**config.mk**
```make
export PLATFORM = sky130hd
export DESIGN_NAME = gcd_equiv_miter_p_flat
export DESIGN_NICKNAME = d
export VERILOG_FILES = /design/src/rtl/gcd_equiv_miter_p_pkg.sv /design/src/rtl/gcd_equiv_miter_p_if.sv /design/src/rtl/gcd_equiv_miter_p_core.sv /design/src/rtl/gcd_equiv_miter_p.sv /design/src/flat_wrapper.sv
export SDC_FILE = /design/constraint.sdc
export NUM_CORES = 1
export LEC_CHECK = 0
export BUFFER_PORTS_ARGS = -buffer_cell sky130_fd_sc_hd__buf_2
export CORE_UTILIZATION = 60
export DETAILED_ROUTE_END_ITERATION = 6
export PLACE_DENSITY = 0.81
export SLEW_MARGIN = 25
export SYNTH_ARGS = -nofsm -noshare
export SYNTH_HDL_FRONTEND = slang
export SYNTH_HIERARCHICAL = 1
export SYNTH_SLANG_ARGS = --single-unit
```
**constraint.sdc**
```tcl
create_clock -name clk -period 5.1 [get_ports clk]
set_clock_uncertainty 0.05 [all_clocks]
set_input_delay 0.255 -clock clk [delete_from_list [all_inputs] [get_ports clk]]
set_output_delay 0.255 -clock clk [all_outputs]
set_load 0.01 [all_outputs]
```
**src/rtl/gcd_equiv_miter_p_pkg.sv**
```systemverilog
// Shared definitions for the parametrised GCD equivalence miter.
// The algorithm selectors are used by gcd_core_p. The state type is used by
// the miter FSM.
package gcd_miter_pkg;

  localparam int MODE_SUB    = 0;  // subtract the smaller operand from the larger
  localparam int MODE_SWAP   = 1;  // subtract A-B, swap the operands when A<B
  localparam int MODE_MUTANT = 2;  // SUB with an inverted result LSB, a deliberate bug

  typedef enum logic {
    IDLE = 1'b0,
    RUN  = 1'b1
  } state_t;

endpackage

```
**src/rtl/gcd_equiv_miter_p_if.sv**
```systemverilog
// Bundles the request and status signals of gcd_equiv_miter_p.
//   master : drives start/a_in/b_in and observes the status (testbench side)
//   slave  : the miter itself
// Ports:
//   start, a_in, b_in            launch request and operand pair
//   busy, done, result           run status and core A result
//   nequiv, timeout              sticky mismatch and abort flags
//   lat_a, lat_b, pass_count     per-core latency and matching-run count
interface gcd_equiv_miter_p_if #(
  parameter int WIDTH = 6,
  parameter int CNT_W = 9
);
  logic             start;
  logic [WIDTH-1:0] a_in;
  logic [WIDTH-1:0] b_in;
  logic             busy;
  logic             done;
  logic [WIDTH-1:0] result;
  logic             nequiv;
  logic             timeout;
  logic [CNT_W-1:0] lat_a;
  logic [CNT_W-1:0] lat_b;
  logic [15:0]      pass_count;

  modport master (
    output start, a_in, b_in,
    input  busy, done, result, nequiv, timeout, lat_a, lat_b, pass_count
  );

  modport slave (
    input  start, a_in, b_in,
    output busy, done, result, nequiv, timeout, lat_a, lat_b, pass_count
  );
endinterface

```
**src/rtl/gcd_equiv_miter_p_core.sv**
```systemverilog
// A single iterative GCD engine. It performs one step per enabled cycle.
// Ports:
//   clk, reset   clock and synchronous active-high reset
//   en           advance one step (ignored while load is high)
//   load         capture a_in/b_in and clear valid
//   a_in, b_in   operands
//   out, valid   result and completion flag, held until the next load
module gcd_core_p
  import gcd_miter_pkg::*;
#(
  parameter int WIDTH = 6,
  parameter int MODE  = MODE_SUB
) (
  input  logic             clk,
  input  logic             reset,
  input  logic             en,
  input  logic             load,
  input  logic [WIDTH-1:0] a_in,
  input  logic [WIDTH-1:0] b_in,
  output logic [WIDTH-1:0] out,
  output logic             valid
);

  logic [WIDTH-1:0] a_q;
  logic [WIDTH-1:0] b_q;
  logic [WIDTH-1:0] fin;
  logic             term;

  // gcd(x,0) = x and gcd(0,0) = 0 both come from A|B.
  assign term = (a_q == '0) || (b_q == '0) || (a_q == b_q);

  always_comb begin
    fin = a_q | b_q;
    if (MODE == MODE_MUTANT) begin
      fin[0] = ~fin[0];
    end
  end

  // A finished core can be stepped again safely. Its operands are terminal,
  // so each repeated step produces the same out value.
  always_ff @(posedge clk) begin
    if (reset) begin
      a_q   <= '0;
      b_q   <= '0;
      out   <= '0;
      valid <= 1'b0;
    end else if (load) begin
      a_q   <= a_in;
      b_q   <= b_in;
      out   <= '0;
      valid <= 1'b0;
    end else if (en) begin
      if (term) begin
        out   <= fin;
        valid <= 1'b1;
      end else if (a_q > b_q) begin
        a_q <= a_q - b_q;
      end else if (MODE == MODE_SWAP) begin
        a_q <= b_q;
        b_q <= a_q;
      end else begin
        b_q <= b_q - a_q;
      end
    end
  end

endmodule

```
**src/rtl/gcd_equiv_miter_p.sv**
```systemverilog
// Equivalence miter. It runs two GCD cores on the same operands, compares the
// results, records the latency of each core, and aborts runs that take longer
// than TIMEOUT cycles.
// Ports:
//   clk, reset   clock and synchronous active-high reset
//   bus          gcd_equiv_miter_p_if.slave (start/operands in, status out)
//
//   state | meaning
//   IDLE  | waiting for start; cores hold the last result
//   RUN   | cores stepping; a finished core is frozen until its partner finishes
module gcd_equiv_miter_p
  import gcd_miter_pkg::*;
#(
  parameter int  WIDTH   = 6,
  parameter int  MODE_A  = MODE_SUB,
  parameter int  MODE_B  = MODE_SWAP,
  parameter int  TIMEOUT = 256,
  localparam int CNT_W   = $clog2(TIMEOUT + 1)
) (
  input logic clk,
  input logic reset,
  gcd_equiv_miter_p_if.slave bus
);

  state_t           state_q, state_d;
  logic [WIDTH-1:0] out_a, out_b, ld_a, ld_b;
  logic             valid_a, valid_b, en_a, en_b, core_load, busy;
  logic             accept, finish, abort, at_limit;
  logic [CNT_W-1:0] cyc_q, lat_a_q, lat_b_q;
  logic [WIDTH-1:0] result_q;
  logic             done_q, nequiv_q, timeout_q;
  logic [15:0]      pass_q;

  // A start that coincides with the done pulse is dropped. The run that just
  // ended is still being reported in that cycle.
  assign accept   = (state_q == IDLE) && bus.start && !done_q;
  assign finish   = (state_q == RUN) && valid_a && valid_b;
  assign at_limit = (cyc_q == CNT_W'(TIMEOUT - 1));
  assign abort    = (state_q == RUN) && !(valid_a && valid_b) && at_limit;

  always_ff @(posedge clk) begin
    if (reset) state_q <= IDLE;
    else       state_q <= state_d;
  end

  always_comb begin
    state_d = state_q;
    case (state_q)
      IDLE:    if (accept) state_d = RUN;
      RUN:     if (finish || abort) state_d = IDLE;
      default: state_d = IDLE;
    endcase
  end

  always_comb begin
    busy      = 1'b0;
    core_load = 1'b0;
    en_a      = 1'b0;
    en_b      = 1'b0;
    case (state_q)
      IDLE: core_load = accept;
      RUN: begin
        busy      = 1'b1;
        core_load = abort;  // an aborted run loads zeros, which clears the cores
        en_a      = !(valid_a && !valid_b);
        en_b      = !(valid_b && !valid_a);
      end
      default: ;
    endcase
  end

  assign ld_a = (state_q == IDLE) ? bus.a_in : '0;
  assign ld_b = (state_q == IDLE) ? bus.b_in : '0;

  gcd_core_p #(.WIDTH(WIDTH), .MODE(MODE_A)) u_core_a (
    .clk   (clk),
    .reset (reset),
    .en    (en_a),
    .load  (core_load),
    .a_in  (ld_a),
    .b_in  (ld_b),
    .out   (out_a),
    .valid (valid_a)
  );

  gcd_core_p #(.WIDTH(WIDTH), .MODE(MODE_B)) u_core_b (
    .clk   (clk),
    .reset (reset),
    .en    (en_b),
    .load  (core_load),
    .a_in  (ld_a),
    .b_in  (ld_b),
    .out   (out_b),
    .valid (valid_b)
  );

  // The latency counters start at 1 so that the start edge itself is counted.
  always_ff @(posedge clk) begin
    if (reset) begin
      cyc_q     <= '0;
      lat_a_q   <= '0;
      lat_b_q   <= '0;
      result_q  <= '0;
      done_q    <= 1'b0;
      nequiv_q  <= 1'b0;
      timeout_q <= 1'b0;
      pass_q    <= '0;
    end else begin
      done_q <= finish || abort;
      if (accept) begin
        cyc_q   <= '0;
        lat_a_q <= CNT_W'(1);
        lat_b_q <= CNT_W'(1);
      end else if ((state_q == RUN) && !abort) begin
        cyc_q <= cyc_q + CNT_W'(1);
        if (!valid_a) lat_a_q <= lat_a_q + CNT_W'(1);
        if (!valid_b) lat_b_q <= lat_b_q + CNT_W'(1);
      end
      if (finish) begin
        result_q <= out_a;
        if (out_a != out_b) begin
          nequiv_q <= 1'b1;
        end else if (pass_q != 16'hFFFF) begin
          pass_q <= pass_q + 16'd1;
        end
      end
      if (abort) timeout_q <= 1'b1;
    end
  end

  assign bus.busy       = busy;
  assign bus.done       = done_q;
  assign bus.result     = result_q;
  assign bus.nequiv     = nequiv_q;
  assign bus.timeout    = timeout_q;
  assign bus.lat_a      = lat_a_q;
  assign bus.lat_b      = lat_b_q;
  assign bus.pass_count = pass_q;

endmodule

```
**src/flat_wrapper.sv**
```systemverilog
// flat-port wrapper written by rule: the top's interface ports become plain ports
module gcd_equiv_miter_p_flat import gcd_miter_pkg::*;
#(
  parameter int  WIDTH   = 6,
  parameter int  MODE_A  = MODE_SUB,
  parameter int  MODE_B  = MODE_SWAP,
  parameter int  TIMEOUT = 256,
  localparam int CNT_W   = $clog2(TIMEOUT + 1)
)
  (clk, reset, bus_start, bus_a_in, bus_b_in, bus_busy, bus_done, bus_result, bus_nequiv, bus_timeout, bus_lat_a, bus_lat_b, bus_pass_count);
  gcd_equiv_miter_p_if #(.WIDTH(WIDTH), .CNT_W(9)) bus_i ();
  input logic clk;
  input logic reset;
  input wire logic [$bits(bus_i.start)-1:0] bus_start;
  input wire logic [$bits(bus_i.a_in)-1:0] bus_a_in;
  input wire logic [$bits(bus_i.b_in)-1:0] bus_b_in;
  output wire logic [$bits(bus_i.busy)-1:0] bus_busy;
  output wire logic [$bits(bus_i.done)-1:0] bus_done;
  output wire logic [$bits(bus_i.result)-1:0] bus_result;
  output wire logic [$bits(bus_i.nequiv)-1:0] bus_nequiv;
  output wire logic [$bits(bus_i.timeout)-1:0] bus_timeout;
  output wire logic [$bits(bus_i.lat_a)-1:0] bus_lat_a;
  output wire logic [$bits(bus_i.lat_b)-1:0] bus_lat_b;
  output wire logic [$bits(bus_i.pass_count)-1:0] bus_pass_count;
  assign bus_i.start = bus_start;
  assign bus_i.a_in = bus_a_in;
  assign bus_i.b_in = bus_b_in;
  assign bus_busy = bus_i.busy;
  assign bus_done = bus_i.done;
  assign bus_result = bus_i.result;
  assign bus_nequiv = bus_i.nequiv;
  assign bus_timeout = bus_i.timeout;
  assign bus_lat_a = bus_i.lat_a;
  assign bus_lat_b = bus_i.lat_b;
  assign bus_pass_count = bus_i.pass_count;
  gcd_equiv_miter_p #(.WIDTH(WIDTH), .MODE_A(MODE_A), .MODE_B(MODE_B), .TIMEOUT(TIMEOUT)) u_core (.clk(clk), .reset(reset), .bus(bus_i));
endmodule
```
# [After elaboration in Yosys (flattened, before gate mapping)]
# Index checks and enable logic that the tools add are counted.
[totals] word_cells=120 output_inout_bits=44 input_bits=15 ff_bits=91
[op_classes] n_mux=31 n_addsub=7 magnitude_cmp=2 reduce_logical=44 bitwise_logic=6 n_eq_ne=11
[op_table] op="2-to-1 mux 6 bit" n=18
[op_table] op="adder 9 x 1 -> 9 bit, second input constant" n=3
[op_table] op="zero test 6 bit" n=4
[op_table] op="subtractor 6 bit" n=3
[op_table] op="adder 16 x 1 -> 16 bit, second input constant" n=1
[op_table] op="inequality test 16 bit, second input constant" n=1
[op_table] op="AND reduction 2 bit" n=8
[op_table] op="== test 6 bit" n=2
[op_table] op="> comparator 6 bit" n=2
[op_table] op="inequality test 2 x 1 -> 1 bit, second input constant" n=6
[op_table] op="OR 6 bit" n=2
[op_table] op="AND reduction 3 bit" n=4
[op_table] op="2-to-1 mux 1 bit" n=11
[op_table] op="logical AND 1 bit" n=10
[op_table] op="== test 9 x 8 -> 1 bit, second input constant" n=1
[op_table] op="nonzero test 2 bit" n=4
[op_table] op="zero test 1 bit" n=7
[op_table] op="inequality test 6 bit" n=1
[op_table] op="logical OR 1 bit" n=5
[op_table] op="inverter 1 bit" n=4
[op_table] op="one-hot mux 1 bit (2 select lines)" n=2
[op_table] op="OR reduction 2 bit" n=2

# [Longest topological paths before layout]
# Gate-level depths: netlist of run 1.
[depth] depth_word=8 mapped_depth=13

# [By module]
# The synthesis of run 1 kept the hierarchy.
[modules_own_cells] module="gcd_equiv_miter_p" area_each_um2=2512.4 cells_per_inst=292 instances=1
[modules_own_cells] module="gcd_core_p at u_core.u_core_a" area_each_um2=1487.7 cells_per_inst=170 instances=1
[modules_own_cells] module="gcd_core_p at u_core.u_core_b" area_each_um2=1340.0 cells_per_inst=156 instances=1

# [Least setup slack after synthesis of run 1]
# No wires, ideal clock.
[synth_timing] path_kind="register to register" start="register u_core.cyc_q[0]" end="register u_core.u_core_b.b_q[5]" t_arrival_ps=2395 stages_incl_launch_ff=14 slack_ps=2503 required_time_ps=4898 setup_ps=152 cell_sequence="dfxtp_1 ha_1 and3_1 nand3_1 nor2_1 ha_1 clkbuf_1 nand3_1 nand2_1 clkbuf_1 inv_1 clkbuf_1 nor2_1 a311oi_2"
[synth_via] elab_chain_cells=5 elab_cells_between_ends=8 cone_classes="3 x eq/ne; 2 x mux; 3 x reduce/logical"
[synth_rtl] item="start, declared" line_no="gcd_equiv_miter_p.sv:29" source="logic [CNT_W-1:0] cyc_q, lat_a_q, lat_b_q;"
[synth_rtl] item="start signal, assigned" line_no="gcd_equiv_miter_p.sv:115" source="cyc_q <= cyc_q + CNT_W'(1);"
[synth_rtl] item="== test 9 x 8 -> 1 bit *" line_no="gcd_equiv_miter_p.sv:38" source="assign at_limit = (cyc_q == CNT_W'(TIMEOUT - 1));"
[synth_rtl] item="logical AND 1 bit *" line_no="gcd_equiv_miter_p.sv:39" source="assign abort = (state_q == RUN) && !(valid_a && valid_b) && at_limit;"
[synth_rtl] item="one-hot mux 1 bit (2 select lines) *" line_no="gcd_equiv_miter_p.sv:60" source="case (state_q)"
[synth_rtl] item="named net u_core.core_load" line_no="gcd_equiv_miter_p.sv:27" source="logic valid_a, valid_b, en_a, en_b, core_load, busy;"
[synth_rtl] item="inequality test 2 x 1 -> 1 bit (no source line) / nonzero test 2 bit (equally long branches)"
[synth_rtl] item="AND reduction 3 bit (no source line)"
[synth_rtl] item="end signal, assigned" line_no="gcd_equiv_miter_p_core.sv:49" source="b_q <= b_in;"
[synth_rtl] item="end signal, assigned" line_no="gcd_equiv_miter_p_core.sv:60" source="b_q <= a_q;"
[synth_rtl] item="end signal, assigned" line_no="gcd_equiv_miter_p_core.sv:62" source="b_q <= b_q - a_q;"
[synth_rtl] item="end, declared" line_no="gcd_equiv_miter_p_core.sv:25" source="logic [WIDTH-1:0] b_q;"
# Mark *: on every way through the listed nets, which the timed path passes. The rest lies on a longest branch.
# A chain may end at the register's enable or synchronous reset.

# [Final worst setup path of run 1]
[layout_timing] start="register u_core.cyc_q[0]" end="register u_core.u_core_a.a_q[4]"
[layout_via] elab_chain_cells=5 elab_cells_between_ends=8 cone_classes="2 x eq/ne; 2 x mux; 4 x reduce/logical"
[layout_rtl] item="== test 9 x 8 -> 1 bit *" line_no="gcd_equiv_miter_p.sv:38"
[layout_rtl] item="logical AND 1 bit *" line_no="gcd_equiv_miter_p.sv:39"
[layout_rtl] item="one-hot mux 1 bit (2 select lines) *" line_no="gcd_equiv_miter_p.sv:60"
[layout_rtl] item="named net u_core.core_load" line_no="gcd_equiv_miter_p.sv:27"
[layout_rtl] item="inequality test 2 x 1 -> 1 bit (no source line) / nonzero test 2 bit (equally long branches)"
[layout_rtl] item="AND reduction 3 bit (no source line)"
[layout_rtl] item="end signal, assigned" line_no="gcd_equiv_miter_p_core.sv:48" source="a_q <= a_in;"
[layout_rtl] item="end signal, assigned" line_no="gcd_equiv_miter_p_core.sv:57" source="a_q <= a_q - b_q;"
[layout_rtl] item="end signal, assigned" line_no="gcd_equiv_miter_p_core.sv:59" source="a_q <= b_q;"
[layout_rtl] item="end, declared" line_no="gcd_equiv_miter_p_core.sv:24" source="logic [WIDTH-1:0] a_q;"
# Marked as above.

==> reports/qor.yml, run 1 <==
status: "finished, final reports clean"
ys.flop_type: "dfxtp_1"
clkTransAtPathRegs_ns: 0.10
synthCells: 618
critPathBufInv: 1
antenna_found_initial: 0
ir_worst_vdd_mv: 0.163
gp_congestion: 0.904
period_needed_ns: 3.21
ys_seq_elements: 91
worstSkewPairLatency_ns: 0.35
cts_sinks: 91
async_flop_share_pct: 0
timing.slew.headroom_pct: 36.4
p_int_mw: 1.19
layout_commonest_cell: "dfxtp_1"
crit_family: "simple AND/OR/NAND/NOR gates"
post-cts-setup-buffers: 0
hold_violations: 0
cts-root-buf: "clkbuf_8"
p_leak_nw: 2.33
holdBufCountCts: 0
firstDrtPassIters: 4
setup_viol: 0
port_buffers: 58
synthToLayoutAreaGrowth_pct: 8.62
use_met2_pct: 47.5
worst_pin_slew_ns: 0.954
drive_gt1_share_pct: 17.0
hpwl_um: 9110
p_switching_uw: 630
final_cell_mix: "dfxtp_1 (91), nor2_1 (78), buf_2 (58), nand2_1 (46), inv_1 (42)"
synth_area_sq_um: 5340
max_stage_delay_ns: 0.60
final_util_pct: 66.8
fin_tns_setup_ns: 0
cts_made_buffers: 9
vias_per_cell: 5.95
fp-row-count: 34
cp-end-kind: "flip-flop"
arrival_ns: 3.41
postSynthAreaPerCell_sq_um: 8.64
power_frac_clock_pct: 27.6
comb_power_share_pct: 28.7
grt_first_pass_wirelength_um: 19600
worstPathCellList: "ha_1 > and3_1 > nand3_1 > nor2_1 > ha_1 > nand3_1 > nand2_1 > clkinv_1 > nor2_1 > nand2_1 > o311ai_0"
cts_buffer_depth: 2
die_x_um: 96.3
power_density_nw_per_um2: 313
initial_core_util_pct: 61.5
fp.dieArea_sq_um: 9280
cap_violations: 0
core_area_sq_um: 8680
htreeDepth: 3
ctsResizeCount: 0
hold_path.class: "in -> reg"
drtIter0Drc: 210
top_usage_layer: "met2"
slew_violations: 0
wl_per_cell_um: 15.9
cp.required_ns: 5.29
cp_max_fo: 24
start_kind: "flip-flop"
postRouteAntennaNets: 0
wl_um: 12300
yosysSeqAreaShare_pct: 34.1
use_met3_pct: 3.48
grt_pass1_vias: 4247
rsz0062_at_grt: "no"
seqPwrFrac_pct: 43.6
die_h_um: 96.3
synth_fp_nets: 670
post-route-period-util_pct: 63.0
switching_share_pct: 34.7
nets: 712
insertedDiodeCount: 0
cts_tree: "yes"
drcViolationCount: 0
critPathSlowestCell: "nand2_1"
grt_overflow: 0
critical_path_class: "reg -> reg"
synthDistinctLibCells: 72
ios: 59
fmax_ghz: 0.311
num_vias: 4597
use_met1_pct: 34.5
synth-edff-count: 0
grt_usage_pct: 27.0
ys_warn_count: 6
grt_max_degree: 56
[through the flow]
step	worst slack, ns	instance area [sq um]	total power [mW]	cells	hold WS [ns]
6_report	1.89	5800	1.82	773	0.257
5_1_grt	1.59	5800	1.90	773	0.264
4_1_cts	1.89	5800	1.82	773	0.243
3_5_place_dp	1.96	5600	1.32	757	0.397
3_3_place_gp	2.10	5600	1.31	757	0.391
2_1_floorplan	2.50	5340	1.22	618	0.367
[registers in the layout, indices dropped and copies added (netlist names)]
| signal | flops |
|---|---|
| u_core/bus.timeout | 1 |
| u_core/u_core_a/b_q | 6 |
| u_core/bus.done | 1 |
| u_core/u_core_b/out | 6 |
| u_core/bus.lat_a | 9 |
| u_core/cyc_q | 9 |
| u_core/u_core_a/out | 6 |
| u_core/u_core_a/a_q | 6 |
| u_core/u_core_a/valid | 1 |
| u_core/bus.pass_count | 16 |
| u_core/u_core_b/a_q | 6 |
| u_core/u_core_b/b_q | 6 |
| u_core/state_q | 1 |
| u_core/bus.lat_b | 9 |
| u_core/bus.result | 6 |
| u_core/bus.nequiv | 1 |
| u_core/u_core_b/valid | 1 |
[path summary, 6_finish.rpt]
path,startpoint,to,slack (ns),cells after the start
worst max-delay path,u_core/cyc_q[0],u_core/u_core_a/a_q[4],1.89,11
worst min-delay path,bus_start,u_core/bus.lat_b[0],0.26,3
worst max register to register,u_core/cyc_q[0],u_core/u_core_a/a_q[4],1.89,11
worst min register to register,u_core/bus.timeout,u_core/bus.timeout,0.41,2
[tightest hold or removal path: cells and delay by family]
kind | cells | cell delay (ns)
compound gates | 1 | 0.09
buf+inv | 1 | 0.10
simple gates | 1 | 0.16
[cell usage after synthesis (3+ instances only)]
cell / n / share of area [%]
dfxtp_1: 91 / 34
a21oi_1: 34 / 3.2
xor2_1: 33 / 5.4
or3_2: 3 / 0.42
xnor2_1: 9 / 1.5
buf_1: 3 / 0.21
nand3_1: 24 / 2.2
nor4_1: 5 / 0.59
a211o_1: 3 / 0.49
o21ai_0: 15 / 1.4
o21a_1: 3 / 0.42
or3_1: 5 / 0.59
ha_1: 34 / 8.0
o311a_1: 4 / 0.75
o21bai_1: 4 / 0.56
buf_2: 5 / 0.47
nor2_1: 78 / 5.5
nand2b_1: 5 / 0.59
fa_1: 3 / 1.1
or4_1: 7 / 0.98
buf_4: 4 / 0.56
clkbuf_1: 10 / 0.70
buf_6: 6 / 1.3
mux2i_1: 13 / 2.4
o311ai_0: 4 / 0.66
inv_1: 42 / 3.0
nand4_1: 18 / 2.1
and3_1: 9 / 1.1
nand2_1: 46 / 3.2
nor3_1: 6 / 0.56
nor2b_1: 13 / 1.5
a311oi_2: 7 / 2.0
a211oi_1: 14 / 2.0
a31oi_1: 3 / 0.35
[routing by layer]
layer / up-vias / part of all wire (%)
li1: 2248 / -
met1: 2174 / 45
met2: 158 / 48
met3: 17 / 5.2
met4: 0 / 1.3
met5: - / 0
[area by class of cell]
class                           count  area [sq um]
Fill cell                         715          2880
Clock buffer                       10           128
Tap cell                          108           135
Clock inverter                      6          71.3
Timing Repair Buffer               59           298
Multi-Input combinational cell    455          3180
Inverter                           44           165
Sequential cell                    91          1820
[power groups by stage]
| stage | sequential [mW] | clock, mW | combinational [mW] |
|---|---|---|---|
| finish | 0.793 | 0.502 | 0.522 |
| global route | 0.798 | 0.530 | 0.569 |
| detailed placement | 0.808 | 0 | 0.510 |
| floorplan | 0.791 | 0 | 0.430 |
| global placement | 0.807 | 0 | 0.500 |
| CTS | 0.791 | 0.508 | 0.517 |
[logic make-up after synthesis]
group / count (synthesis) / share of synthesized area, %
adder cells (fa/ha/maj): 37 / 9.09
buffers and inverters: 72 / 6.30
AO/OA/AOI/OAI: 119 / 16.9
AND/OR/NAND/NOR: 244 / 24.2
flip-flops: 91 / 34.1
multiplexers: 13 / 2.44
XOR/XNOR: 42 / 6.89
Note: power is estimated with default switching activity, not from simulation.
==> inputs of run 2 (changes only) <==
--- a/config.mk
+++ b/config.mk
@@ -6,9 +6,9 @@
 export NUM_CORES = 1
 export LEC_CHECK = 0
 export BUFFER_PORTS_ARGS = -buffer_cell sky130_fd_sc_hd__buf_2
-export CORE_UTILIZATION = 60
+export CORE_UTILIZATION = 53
 export DETAILED_ROUTE_END_ITERATION = 6
-export PLACE_DENSITY = 0.81
+export PLACE_DENSITY = 0.76
 export SLEW_MARGIN = 25
 export SYNTH_ARGS = -nofsm -noshare
 export SYNTH_HDL_FRONTEND = slang
==> constraint.sdc (replaced) <==
create_clock -name clk -period 2.9 [get_ports clk]
set_clock_uncertainty 0.05 [all_clocks]
set_input_delay 0.145 -clock clk [delete_from_list [all_inputs] [get_ports clk]]
set_output_delay 0.145 -clock clk [all_outputs]
set_load 0.01 [all_outputs]
==> reports/qor.yml, run 2 (synthesis results as in run 1) <==
status: "finished, final reports clean"
period_needed_ns: 2.66  # -0.555 ns
ir_worst_vdd_mv: 0.296  # +81%
nets: 716  # +0.56%
gp_congestion: 0.933  # +3.3%
final_area_sq_um: 5870  # +1.2%
power_density_nw_per_um2: 554  # +77%
worstSkewPairLatency_ns: 0.37  # +0.02 ns
worst_pin_slew_ns: 0.919  # -0.0353 ns
slew_violations: 0  # unchanged
initial_core_util_pct: 54.6  # -6.9 points
ctsResizeCount: 0  # unchanged
ios: 59  # unchanged
fmax_ghz: 0.376  # +21%
grt_pass1_vias: 4372  # +2.9%
hpwl_um: 9450  # +3.8%
hold_path.class: "in -> reg"
cts_sinks: 91  # unchanged
post-cts-setup-buffers: 0  # unchanged
vias_per_cell: 5.75  # -3.4%
cts_made_buffers: 9  # unchanged
wl_per_cell_um: 15.7  # -1.3%
cap_violations: 0  # unchanged
die_h_um: 102  # +6.3%
post-route-period-util_pct: 91.7  # +29 points
fp.dieArea_sq_um: 10500  # +13%
rsz0062_at_grt: "no"
core_area_sq_um: 9770  # +13%
fp-row-count: 36  # +5.9%
drcViolationCount: 0  # unchanged
grt_overflow: 0  # unchanged
drive_gt1_share_pct: 17.8  # +0.80 points
num_vias: 4609  # +0.26%
cp-end-kind: "flip-flop"
timing.slew.headroom_pct: 38.7  # +2.4 points
grt_max_degree: 31  # -45%
placed_area_sq_um: 5660  # +1.1%
cts_tree: "yes"
cp.required_ns: 3.10  # -2.19 ns
final_util_pct: 60.1  # -6.8 points
cts_buffer_depth: 2  # unchanged
fin_tns_setup_ns: 0  # unchanged
layout_commonest_cell: "dfxtp_1"
largest_reg_flops: 16  # unchanged
setup_viol: 0  # unchanged
die_x_um: 102  # +6.3%
final_cell_mix: "dfxtp_1 (91), nor2_1 (77), buf_2 (58), nand2_1 (46), inv_1 (42)"
antenna_found_initial: 0  # unchanged
cts-root-buf: "clkbuf_8"
wl_um: 12600  # +2.4%
grt_usage_pct: 25.1  # -2.0 points
clkTransAtPathRegs_ns: 0.11  # about the same
drtIter0Drc: 188  # -10%
arrival_ns: 2.87  # -0.54 ns
start_kind: "flip-flop"
holdBufCountCts: 0  # unchanged
port_buffers: 58  # unchanged
firstDrtPassIters: 5  # +1
htreeDepth: 3  # unchanged
postRouteAntennaNets: 0  # unchanged
critical_path_class: "reg -> reg"
p_leak_nw: 2.36  # +1.3%
cp_max_fo: 11  # -54%
grt_first_pass_wirelength_um: 20600  # +5.0%
insertedDiodeCount: 0  # unchanged
synthToLayoutAreaGrowth_pct: 9.96
hold_violations: 0  # unchanged
## run 2: changes by cell type in the layout (fill, tap and decap cells not counted)
cell	before	now
nor2_2	0	1
clkinvlp_4	2	1
clkinv_2	0	1
clkbuf_1	1	0
inv_8	0	2
buf_4	1	5
nor2_1	78	77
clkinv_4	1	0
## run 2: critical path, cell delays in order (launching register included)
cell and delay [ns]:
dfxtp_1 0.39, inv_1 0.10, ha_1 0.43, nor2b_2 0.23
a2111oi_4 0.40, o211a_1 0.46, nor3_1 0.11, a2111oi_2 0.36
## run 2: final cells by class
class | instances | area [sq um]
fillers | 904 | 3900
inverters | 44 | 165
flip-flops and latches | 91 | 1820
clock buffers | 9 | 124
well taps | 133 | 166
multi-input cells | 455 | 3180
clock inverters | 7 | 82.6
repair buffers | 63 | 328
## run 2: per-stage QoR
| step | worst slack (ns) | cells | power, mW | hold WS (ns) |
|---|---|---|---|---|
| final | 0.240 | 802 | 3.25 | 0.126 |
| after global routing | 0.0666 | 802 | 3.42 | 0.148 |
| after CTS | 0.287 | 802 | 3.25 | 0.121 |
| after detailed placement | 0.325 | 786 | 2.34 | 0.395 |
| after global placement | 0.408 | 786 | 2.31 | 0.386 |
| after floorplan | 0.303 | 618 | 2.15 | 0.257 |
## run 2: final timing paths
path / slack [ns] / startpoint / cells past startpoint / endpoint
min reg2reg: 0.41 / u_core/bus.timeout / 2 / u_core/bus.timeout
max: 0.24 / u_core/u_core_a/a_q[3] / 7 / u_core/u_core_a/a_q[0]
min: 0.13 / bus_a_in[0] / 4 / u_core/u_core_b/a_q[0]
max reg2reg: 0.24 / u_core/u_core_a/a_q[3] / 7 / u_core/u_core_a/a_q[0]
## run 2: per-layer routing
metal  wire, um  up-vias  global-route usage, %  share of wire (%)
li1           -     2267                      -                  -
met1       5840     2180                   33.0                 46
met2       5920      142                   42.0                 47
met3        607       20                   3.08                4.8
met4        210        0                   9.45                1.7
met5          0        -                      0                  0
## run 2: report_power, final
group | internal [mW] | total [mW] | leakage, nW | switching [mW]
Combinational | 0.374 | 0.938 | 1.52 | 0.564
Sequential | 1.31 | 1.39 | 0.740 | 0.0769
Clock | 0.416 | 0.927 | 0.104 | 0.511
==> inputs of run 3 (changes only) <==
--- a/config.mk
+++ b/config.mk
@@ -8,6 +8,7 @@
 export BUFFER_PORTS_ARGS = -buffer_cell sky130_fd_sc_hd__buf_2
 export CORE_UTILIZATION = 53
 export DETAILED_ROUTE_END_ITERATION = 6
+export GPL_TIMING_DRIVEN = 0
 export PLACE_DENSITY = 0.76
 export SLEW_MARGIN = 25
 export SYNTH_ARGS = -nofsm -noshare
==> reports/qor.yml, run 3 (synthesis results as in run 1) <==
status: "finished, final reports clean"
start_kind: "flip-flop"
layout_commonest_cell: "dfxtp_1"
fin_tns_setup_ns: 0  # unchanged
hold_slack_ns: 0.131  # +0.00463 ns
fp.dieArea_sq_um: 10500  # unchanged
drcViolationCount: 0  # unchanged
arrival_ns: 2.84  # -0.03 ns
antenna_found_initial: 0  # unchanged
firstDrtPassIters: 4  # -1
placed_area_sq_um: 5800  # +2.4%
n_fill_cell: 870  # -3.8%
wl_per_cell_um: 15.1  # -3.8%
hold_path.class: "in -> reg"
post-route-period-util_pct: 91.9  # +0.21 points
die_x_um: 102  # unchanged
slew_violations: 0  # unchanged
timing.slew.headroom_pct: 50.4  # +12 points
ir_worst_vdd_mv: 0.257  # -13%
worst_pin_slew_ns: 0.726  # -0.193 ns
post-cts-setup-buffers: 0  # unchanged
num_vias: 4660  # +1.1%
cts_buffer_depth: 2  # unchanged
htreeDepth: 3  # unchanged
vias_per_cell: 5.66  # -1.6%
cp_max_fo: 10  # -1
period_needed_ns: 2.67  # +0.00613 ns
grt_first_pass_wirelength_um: 20500  # -0.60%
nets: 738  # +3.1%
fp-row-count: 36  # unchanged
wl_um: 12400  # -1.2%
rsz0062_at_grt: "no"
die_h_um: 102  # unchanged
drtIter0Drc: 194  # +3.2%
worstSkewPairLatency_ns: 0.37  # about the same
grt_overflow: 0  # unchanged
hold_violations: 0  # unchanged
cp.required_ns: 3.08  # -0.02 ns
setup_viol: 0  # unchanged
hpwl_um: 9560  # +1.1%
final_cell_mix: "dfxtp_1 (91), nor2_1 (77), buf_2 (63), nand2_1 (46), inv_1 (42)"
synthToLayoutAreaGrowth_pct: 12.3
drive_gt1_share_pct: 19.1  # +1.3 points
power_density_nw_per_um2: 539  # -2.7%
final_area_sq_um: 6000  # +2.2%
cap_violations: 0  # unchanged
fmax_ghz: 0.375  # -0.23%
dp_worst_setup_slack_ns: -0.154  # -0.479 ns
insertedDiodeCount: 0  # unchanged
initial_core_util_pct: 54.6  # unchanged
cts-root-buf: "clkbuf_8"
core_area_sq_um: 9770  # unchanged
grt_pass1_vias: 4354  # -0.41%
port_buffers: 58  # unchanged
critical_path_class: "reg -> reg"
ios: 59  # unchanged
final_util_pct: 61.4  # +1.3 points
fin_ws_ns: 0.234  # -0.00613 ns
cts_made_buffers: 9  # unchanged
postRouteAntennaNets: 0  # unchanged
largest_reg_flops: 16  # unchanged
p_leak_nw: 2.43  # +2.9%
clkTransAtPathRegs_ns: 0.10  # about the same
cts_sinks: 91  # unchanged
grt_max_degree: 17  # -45%
cp-end-kind: "flip-flop"
gp_congestion: 0.897  # -3.9%
grt_usage_pct: 25.0  # -0.084 points
cts_tree: "yes"
run 3: stage by stage:
step / std cells / power, mW
CTS: 825 / 3.24
detailed placement: 809 / 2.37
floorplan: 618 / 2.15
finish: 824 / 3.23
global placement: 809 / 2.34
global route: 824 / 3.42
run 3: worst max-delay path, cell delays in order, from the launching register on:
cell and delay, ns:
dfxtp_1 0.40, ha_1 0.18, and3_1 0.18, nand3_1 0.10
nor2_1 0.13, ha_2 0.27, nand3_1 0.12, nand2_1 0.23
clkbuf_2 0.25, inv_1 0.15, clkbuf_2 0.25, nor2_1 0.17
a311oi_2 0.06
run 3: layout make-up:
cell class                 count  area (sq um)  area share, %
multi-input combinational    455          3190           53.1
inverter                      44           165           2.75
clock inverter                 7          73.8           1.23
timing repair buffer          58           290           4.84
tap                          133           166           2.77
sequential                    91          1820           30.4
clock buffer                   9           124           2.07
buffer                        27           170           2.84
run 3: final timing paths:
path / start / end / slack, ns / cells past startpoint
max: u_core/cyc_q[0] / u_core/u_core_b/b_q[5] / 0.23 / 12
min: reset / u_core/u_core_b/a_q[1] / 0.13 / 2
max reg2reg: u_core/cyc_q[0] / u_core/u_core_b/b_q[5] / 0.23 / 12
min reg2reg: u_core/bus.result[2] / u_core/bus.result[2] / 0.41 / 2
run 3: repair_timing:
action / 4_1_cts / 5_1_grt
gates cloned: 0 / 0
gates resized for setup: 2 / 2
hold buffers: 0 / 0
setup endpoints to repair: 8 / 14
run 3: routing by layer:
metal	track usage (%)	up-vias	wire length, um
met3	3.35	13	551
met4	7.58	0	150
li1	-	2304	-
met2	43.0	125	5910
met1	32.5	2218	5820
met5	0	-	0
run 3: report_power, final:
part,switching [mW],leakage (nW),internal (mW)
clock network,0.473,0.100,0.403
logic,0.568,1.59,0.408
registers,0.0708,0.740,1.31
